**config.mk**
```make
export PLATFORM = sky130hd
export DESIGN_NAME = uart_rx_flat
export DESIGN_NICKNAME = d
export VERILOG_FILES = /design/src/rtl/uart_rx_if.sv /design/src/rtl/uart_rx.sv /design/src/flat_wrapper.sv
export SDC_FILE = /design/constraint.sdc
export NUM_CORES = 1
export LEC_CHECK = 0
export CORE_MARGIN = 4
export CORE_UTILIZATION = 35
export DETAILED_ROUTE_END_ITERATION = 6
export HOLD_SLACK_MARGIN = 0.06
export PLACE_DENSITY = 0.54
export SLEW_MARGIN = 20
export SYNTH_ARGS = -nofsm -noshare
export SYNTH_HDL_FRONTEND = slang
export SYNTH_SLANG_ARGS = --single-unit
export TNS_END_PERCENT = 100
```
**constraint.sdc**
```tcl
create_clock -name clk -period 3.6 [get_ports clk]
set_input_delay 0.72 -clock clk [delete_from_list [all_inputs] [get_ports clk]]
set_output_delay 0.72 -clock clk [all_outputs]
set_load 0.02 [all_outputs]
```
**src/rtl/uart_rx_if.sv**
```systemverilog
// Serial-receive bundle: line input plus decoded byte and status strobes.
// Latency: n/a (wiring only).
// Backpressure: none; strobes are single-cycle and are not held for the consumer.
// Signals: rx (serial line, idle high), dout (last good byte), rx_done (byte strobe),
//          frame_err (bad stop bit strobe), busy (frame in progress).
// master = the receiver side, slave = line driver / byte consumer side.
interface uart_rx_if;
   logic       rx;
   logic [7:0] dout;
   logic       rx_done;
   logic       frame_err;
   logic       busy;

   modport master (input rx, output dout, output rx_done, output frame_err, output busy);
   modport slave  (output rx, input dout, input rx_done, input frame_err, input busy);
endinterface

```
**src/rtl/uart_rx.sv**
```systemverilog
// 8N1 UART receiver, LSB first, mid-bit sampling with start-bit glitch rejection.
// Latency: strobe about 9.5 bit periods + 2 clocks after the start edge reaches the synchroniser.
// Backpressure: none; rx_done/frame_err are one-cycle pulses, dout holds until the next good frame.
// Ports: clk, rst_n (async active-low), bus (uart_rx_if.master: rx in; dout, rx_done,
//        frame_err, busy out). CLKS_PER_BIT is derived from CLK_HZ/BAUD inside the module.
module uart_rx #(
   parameter int CLK_HZ = 100_000_000,
   parameter int BAUD   = 115200
) (
   input  logic     clk,
   input  logic     rst_n,
   uart_rx_if.master bus
);
   localparam int CLKS_PER_BIT = CLK_HZ / BAUD;
   localparam int CW           = $clog2(CLKS_PER_BIT);
   localparam logic [CW-1:0] CNT_LAST = CW'(CLKS_PER_BIT - 1);
   localparam logic [CW-1:0] CNT_MID  = CW'(CLKS_PER_BIT / 2 - 1);

   typedef enum logic [2:0] {IDLE, START, DATA, STOP, WAIT_HIGH} state_t;

   state_t        state, state_n;
   logic [1:0]    sync;
   logic          rx_s;
   logic [CW-1:0] cnt, cnt_n;
   logic [2:0]    bit_idx, bit_idx_n;
   logic [7:0]    shreg, shreg_n;
   logic [7:0]    dout_r, dout_n;
   logic          done_r, done_n;
   logic          ferr_r, ferr_n;

   // Two-flop synchroniser; resets to the idle-high line level so no false start after reset.
   always_ff @(posedge clk or negedge rst_n) begin
      if (!rst_n) sync <= 2'b11;
      else        sync <= {sync[0], bus.rx};
   end
   assign rx_s = sync[1];

   always_ff @(posedge clk or negedge rst_n) begin
      if (!rst_n) begin
         state   <= IDLE;
         cnt     <= '0;
         bit_idx <= '0;
         shreg   <= '0;
         dout_r  <= '0;
         done_r  <= 1'b0;
         ferr_r  <= 1'b0;
      end else begin
         state   <= state_n;
         cnt     <= cnt_n;
         bit_idx <= bit_idx_n;
         shreg   <= shreg_n;
         dout_r  <= dout_n;
         done_r  <= done_n;
         ferr_r  <= ferr_n;
      end
   end

   always_comb begin
      state_n   = state;
      cnt_n     = cnt;
      bit_idx_n = bit_idx;
      shreg_n   = shreg;
      dout_n    = dout_r;
      done_n    = 1'b0;
      ferr_n    = 1'b0;
      case (state)
         IDLE: begin
            if (!rx_s) begin
               state_n = START;
               cnt_n   = '0;
            end
         end
         START: begin
            // Half a bit in: a line still low is a real start bit, otherwise a glitch.
            if (cnt == CNT_MID) begin
               cnt_n     = '0;
               bit_idx_n = '0;
               state_n   = rx_s ? IDLE : DATA;
            end else begin
               cnt_n = cnt + 1'b1;
            end
         end
         DATA: begin
            if (cnt == CNT_LAST) begin
               cnt_n   = '0;
               shreg_n = {rx_s, shreg[7:1]};
               if (bit_idx == 3'd7) state_n   = STOP;
               else                 bit_idx_n = bit_idx + 3'd1;
            end else begin
               cnt_n = cnt + 1'b1;
            end
         end
         STOP: begin
            // Leave at mid stop bit so an early next start edge is still caught.
            if (cnt == CNT_LAST) begin
               cnt_n = '0;
               if (rx_s) begin
                  dout_n  = shreg;
                  done_n  = 1'b1;
                  state_n = IDLE;
               end else begin
                  ferr_n  = 1'b1;
                  state_n = WAIT_HIGH;
               end
            end else begin
               cnt_n = cnt + 1'b1;
            end
         end
         WAIT_HIGH: begin
            // A held-low line (break) must not be decoded as repeated 0x00 frames.
            if (rx_s) state_n = IDLE;
         end
         default: state_n = IDLE;
      endcase
   end

   assign bus.dout      = dout_r;
   assign bus.rx_done   = done_r;
   assign bus.frame_err = ferr_r;
   assign bus.busy      = (state != IDLE);
endmodule

```
**src/flat_wrapper.sv**
```systemverilog
// flat-port wrapper written by rule: the top's interface ports become plain ports
module uart_rx_flat 
#(
   parameter int CLK_HZ = 100_000_000,
   parameter int BAUD   = 115200
)
  (clk, rst_n, bus_rx, bus_dout, bus_rx_done, bus_frame_err, bus_busy);
  uart_rx_if bus_i ();
  input  logic clk;
  input  logic rst_n;
  input wire logic [$bits(bus_i.rx)-1:0] bus_rx;
  output wire logic [$bits(bus_i.dout)-1:0] bus_dout;
  output wire logic [$bits(bus_i.rx_done)-1:0] bus_rx_done;
  output wire logic [$bits(bus_i.frame_err)-1:0] bus_frame_err;
  output wire logic [$bits(bus_i.busy)-1:0] bus_busy;
  assign bus_i.rx = bus_rx;
  assign bus_dout = bus_i.dout;
  assign bus_rx_done = bus_i.rx_done;
  assign bus_frame_err = bus_i.frame_err;
  assign bus_busy = bus_i.busy;
  uart_rx #(.CLK_HZ(CLK_HZ), .BAUD(BAUD)) u_core (.clk(clk), .rst_n(rst_n), .bus(bus_i));
endmodule
```
Word-level counts from Yosys, hierarchy flattened
Cells that the tools add are included.

cells by class
  add/subtract/negate cells = 2
  equality and inequality tests = 14
  mux-type cells = 23
  reduce and logical (&&, ||, !) cells = 10

operators by type and width
  operator               number
  $mux 10                3
  $mux 3                 10
  $pmux 10 s3            1
  $pmux 3 s5             1
  $add 10x1->10 const B  1
  $eq 10x10->1 const B   1
  $eq 10x9->1 const B    1
  $ne 2x1->1 const B     5
  $eq 3x2->1 const B     2
  $eq 3x3->1 const B     2
  $mux 1                 6
  $pmux 3 s2             1
  $reduce_and 6->1       1
  $reduce_bool 3->1      2
  $ne 2x2->1 const B     2
  $reduce_and 2->1       2
  $reduce_and 4->1       1
  $add 3x1->3 const B    1
  $eq 3x1->1 const B     1
  $logic_not 3->1        1
  $reduce_and 3->1       1
  $mux 2                 1
  $reduce_bool 2->1      1
  $reduce_or 2->1        1

word-level totals
  flip-flop bits (word level) = 36
  input port bits = 3
  logic and storage cells = 57

Logic depth before layout (Yosys ltp)
  depth in word-level cells = 4
  mapped depth = 6

Worst setup path after synthesis
No wires, ideal clock.

  kind = flip-flop to flip-flop
  from = register u_core.cnt[0]
  to = register u_core.dout_r[0], in the netlist u_core.bus.dout[0]
  library setup time = 125 ps
  arrival time = 1691 ps
  path slack = 1784 ps
  stages on the path, launching flop included = 7
  clock period less this slack = 1816 ps
  cell sequence = dfrtp_1 -> ha_1 -> and4b_1 -> and4_4 -> and3_1 -> buf_6 -> mux2_2

between the ends
  longest elaborated chain between the ends = 2

RTL lines
  what                        line           text
  start, declared             uart_rx.sv:24  logic [CW-1:0] cnt, cnt_n;
  start signal, assigned      uart_rx.sv:49  cnt <= cnt_n;
  $eq 10x10->1                uart_rx.sv:95  if (cnt == CNT_LAST) begin
  $reduce_and 3->1 (no line)  n/a
  end signal, assigned        uart_rx.sv:52  dout_r <= dout_n;
  end, declared               uart_rx.sv:27  logic [7:0] dout_r, dout_n;

Every way passes these cells.
A chain may end at the register's enable or synchronous reset.

Final worst setup path
  from = register u_core.state[2]
  to = output port bus_busy

between the ends
  longest elaborated chain between the ends = 1

RTL lines
  what                    line                text
  start, declared         uart_rx.sv:21       state_t state, state_n;
  start signal, assigned  uart_rx.sv:48       state <= state_n;
  $reduce_bool 3->1       uart_rx.sv:120      assign bus.busy = (state != IDLE);
  end, declared           flat_wrapper.sv:15  output wire logic [$bits(bus_i.busy)-1:0] bus_busy;

Every way passes these cells.

==> out/metrics.yaml <==
yosys:
  netlist_area_um2: 1740
  synth_cell_types: 41
  syn_inst: 157
  postSynthAreaPerCell_um2: 11.1
  synthFlopType: "dfrtp_1"
  synth-edff-count: 0
  ys_seq_elements: 36
  mappedNetlistNets: 164
  ys_seq_area_frac: 0.520
  ys_warn_count: 0
  synthArstFlopShare: 1.00
clock_tree:
  clk_path_buf_depth: 2
  clk_latency_ns: 0.28
  post_cts_buffers: 0
  cts_made_buffers: 5
  cts_sinks: 36
  cts_tree: "done"
  clk_pin_slew_ns: 0.07
  cts_resized: 0
  cts_hold_buffers: 0
  root_buffer: "clkbuf_8"
  htreeDepth: 2
cells_and_area:
  n_antenna_cell: 0
  drive_gt1_frac: 0.214
  final_common_cell: "dfrtp_1"
  fill_cells: 471
  nNetsFinal: 179
  most-common-layout-cells: "dfrtp_1 (34), nand2_1 (23), mux2_2 (16)"
  area_growth_syn_to_layout_pct: 15.8
setup_path:
  crit_buf_inv: 1
  crit_chain: "nor2_1 > nand2_1 > clkdlybuf4s50_1"
  slowest_delay_ns: 0.60
  crit_path_end_kind: "output port"
  cp.arrival_ns: 1.67
  start_kind: "register"
  reg2reg_slack_ns: 1.41
  cp_data_required_time_ns: 2.88
  path_max_fanout: 10
  critPathKind: "reg2out"
  crit_path_top_delay_cell: "clkdlybuf4s50_1"
  cpLargestDelayFamily: "buffers and inverters"
floorplanning:
  rows: 25
  ios: 14
  core_area_um2: 4750
  fp.dieW_um: 78.5
  fp.dieH_um: 78.5
  dieArea_um2: 6160
  start_util: 0.366
detailed_routing:
  dr_total_vias: 1176
  via_per_inst: 4.90
  wire_per_inst_um: 13.2
  finalWirelength_mm: 3.17
  final_antenna_net_count: 0
  firstDrtPassIters: 4
  drtIter0Drc: 49
  drc: 0
global_routing:
  track_usage: 0.116
  grt_pass1_wl_mm: 5.60
  globalRouteOverflowTotal: 0
  antenna_found_initial: 0
  grt_max_degree: 37
  grt_pass1_vias: 1196
timing:
  tightest_slew_ns: 0.802
  hold_viol: 0
  setup_viol: 0
  fin_skew_ns: 0.00388
  final.min_clock_period_ns: 2.39
  timing.final.crit_share: 0.663
  holdWs_ns: 0.359
  slew_headroom: 0.465
  rsz0062_at_grt: "no"
  fmax_mhz: 419
  slew_violations: 0
  setup_tns_ns: 0
place:
  dpl.hpwl_mm: 2.28
  io_buffer_count: 13
  place_congestion: 0.771
worst_hold_path:
  min_path_type: "reg2reg"
pwr:
  power_mw: 0.697
  peakVddDrop_mv: 0.147
  p_leak_nw: 0.887
  p_per_area_nw_per_um2: 347
run_status:
  status: "finished, final reports clean"
run:
  max-cap-violations: 0
worst paths after layout:
path | endpoint | from | cells past startpoint
min in group asynchronous | u_core.shreg[3]$_DFFE_PN0P_ | rst_n | 2
min reg2reg | u_core.sync[1]$_DFF_PN1_ | u_core.sync[0]$_DFF_PN1_ | 0
max in group asynchronous | u_core.sync[1]$_DFF_PN1_ | rst_n | 2
max reg2reg | u_core.cnt[0]$_DFFE_PN0P_ | u_core.cnt[0]$_DFFE_PN0P_ | 5
min | u_core.sync[1]$_DFF_PN1_ | u_core.sync[0]$_DFF_PN1_ | 0
max | bus_busy | u_core.state[2]$_DFFE_PN0P_ | 3
kinds of logic after synthesis:
kind of cell,Yosys count,share of synthesized area
AND/OR/NAND/NOR,61,0.195
adder cells (fa/ha/maj),4,0.0288
AO/OA/AOI/OAI,25,0.0986
flip-flops,36,0.520
buffers and inverters,11,0.0310
multiplexers,20,0.127
state kept, by name (all words and copies together) (netlist names):
| name | count |
|---|---|
| u_core.cnt | 10 |
| u_core.bus.dout | 8 |
| u_core.shreg | 8 |
| u_core.bit_idx | 3 |
| u_core.state | 3 |
| u_core.sync | 2 |
| u_core.bus.frame_err | 1 |
| u_core.bus.rx_done | 1 |
where the power goes:
group	switching (mW)	internal, mW	total [mW]	leakage (nW)
Combinational	0.00802	0.00314	0.0112	0.358
Clock	0.144	0.135	0.279	0.0479
Sequential	0.00117	0.406	0.407	0.481
per-layer routing:
layer	vias up	track usage	wire (um)
met3	5	0.0378	107
li1	585	-	-
met4	0	0.0472	51
met5	-	0	0
met1	565	0.154	1510
met2	21	0.174	1510
final cells by class:
| type | instances | area, um^2 | area share |
|---|---|---|---|
| clock buffer | 5 | 68.8 | 0.0342 |
| clock inverter | 3 | 18.8 | 0.00933 |
| inverter | 5 | 18.8 | 0.00933 |
| multi-input combinational | 110 | 781 | 0.388 |
| sequential | 36 | 903 | 0.449 |
| tap | 67 | 83.8 | 0.0417 |
| timing repair buffer | 14 | 138 | 0.0684 |
through the flow:
step | util | setup WS [ns] | std cells | cell area (um^2)
floorplan | - | 1.78 | 157 | 1740
global placement | 0.405 | 1.46 | 232 | 1920
detailed placement | 0.405 | 1.43 | 232 | 1920
CTS | 0.423 | 1.22 | 240 | 2010
global route | 0.423 | 1.13 | 240 | 2010
finish | 0.423 | 1.21 | 240 | 2010
cell usage after synthesis (2+ instances only):
master / number / share of area
dfstp_2: 2 / 0.030
a21oi_1: 2 / 0.0058
nor4_1: 2 / 0.0072
o211ai_1: 6 / 0.026
nor2b_1: 5 / 0.018
mux2i_1: 4 / 0.023
o21ai_0: 9 / 0.026
nand2_1: 23 / 0.050
ha_1: 4 / 0.029
mux2_2: 16 / 0.10
nand4_1: 3 / 0.011
nor2_1: 8 / 0.017
or3_1: 2 / 0.0072
nor3_1: 2 / 0.0058
dfrtp_1: 34 / 0.49
or2_2: 2 / 0.0072
inv_1: 5 / 0.011
buf_2: 4 / 0.012
nor3b_1: 2 / 0.0086
Note: power is estimated with default switching activity, not from simulation.
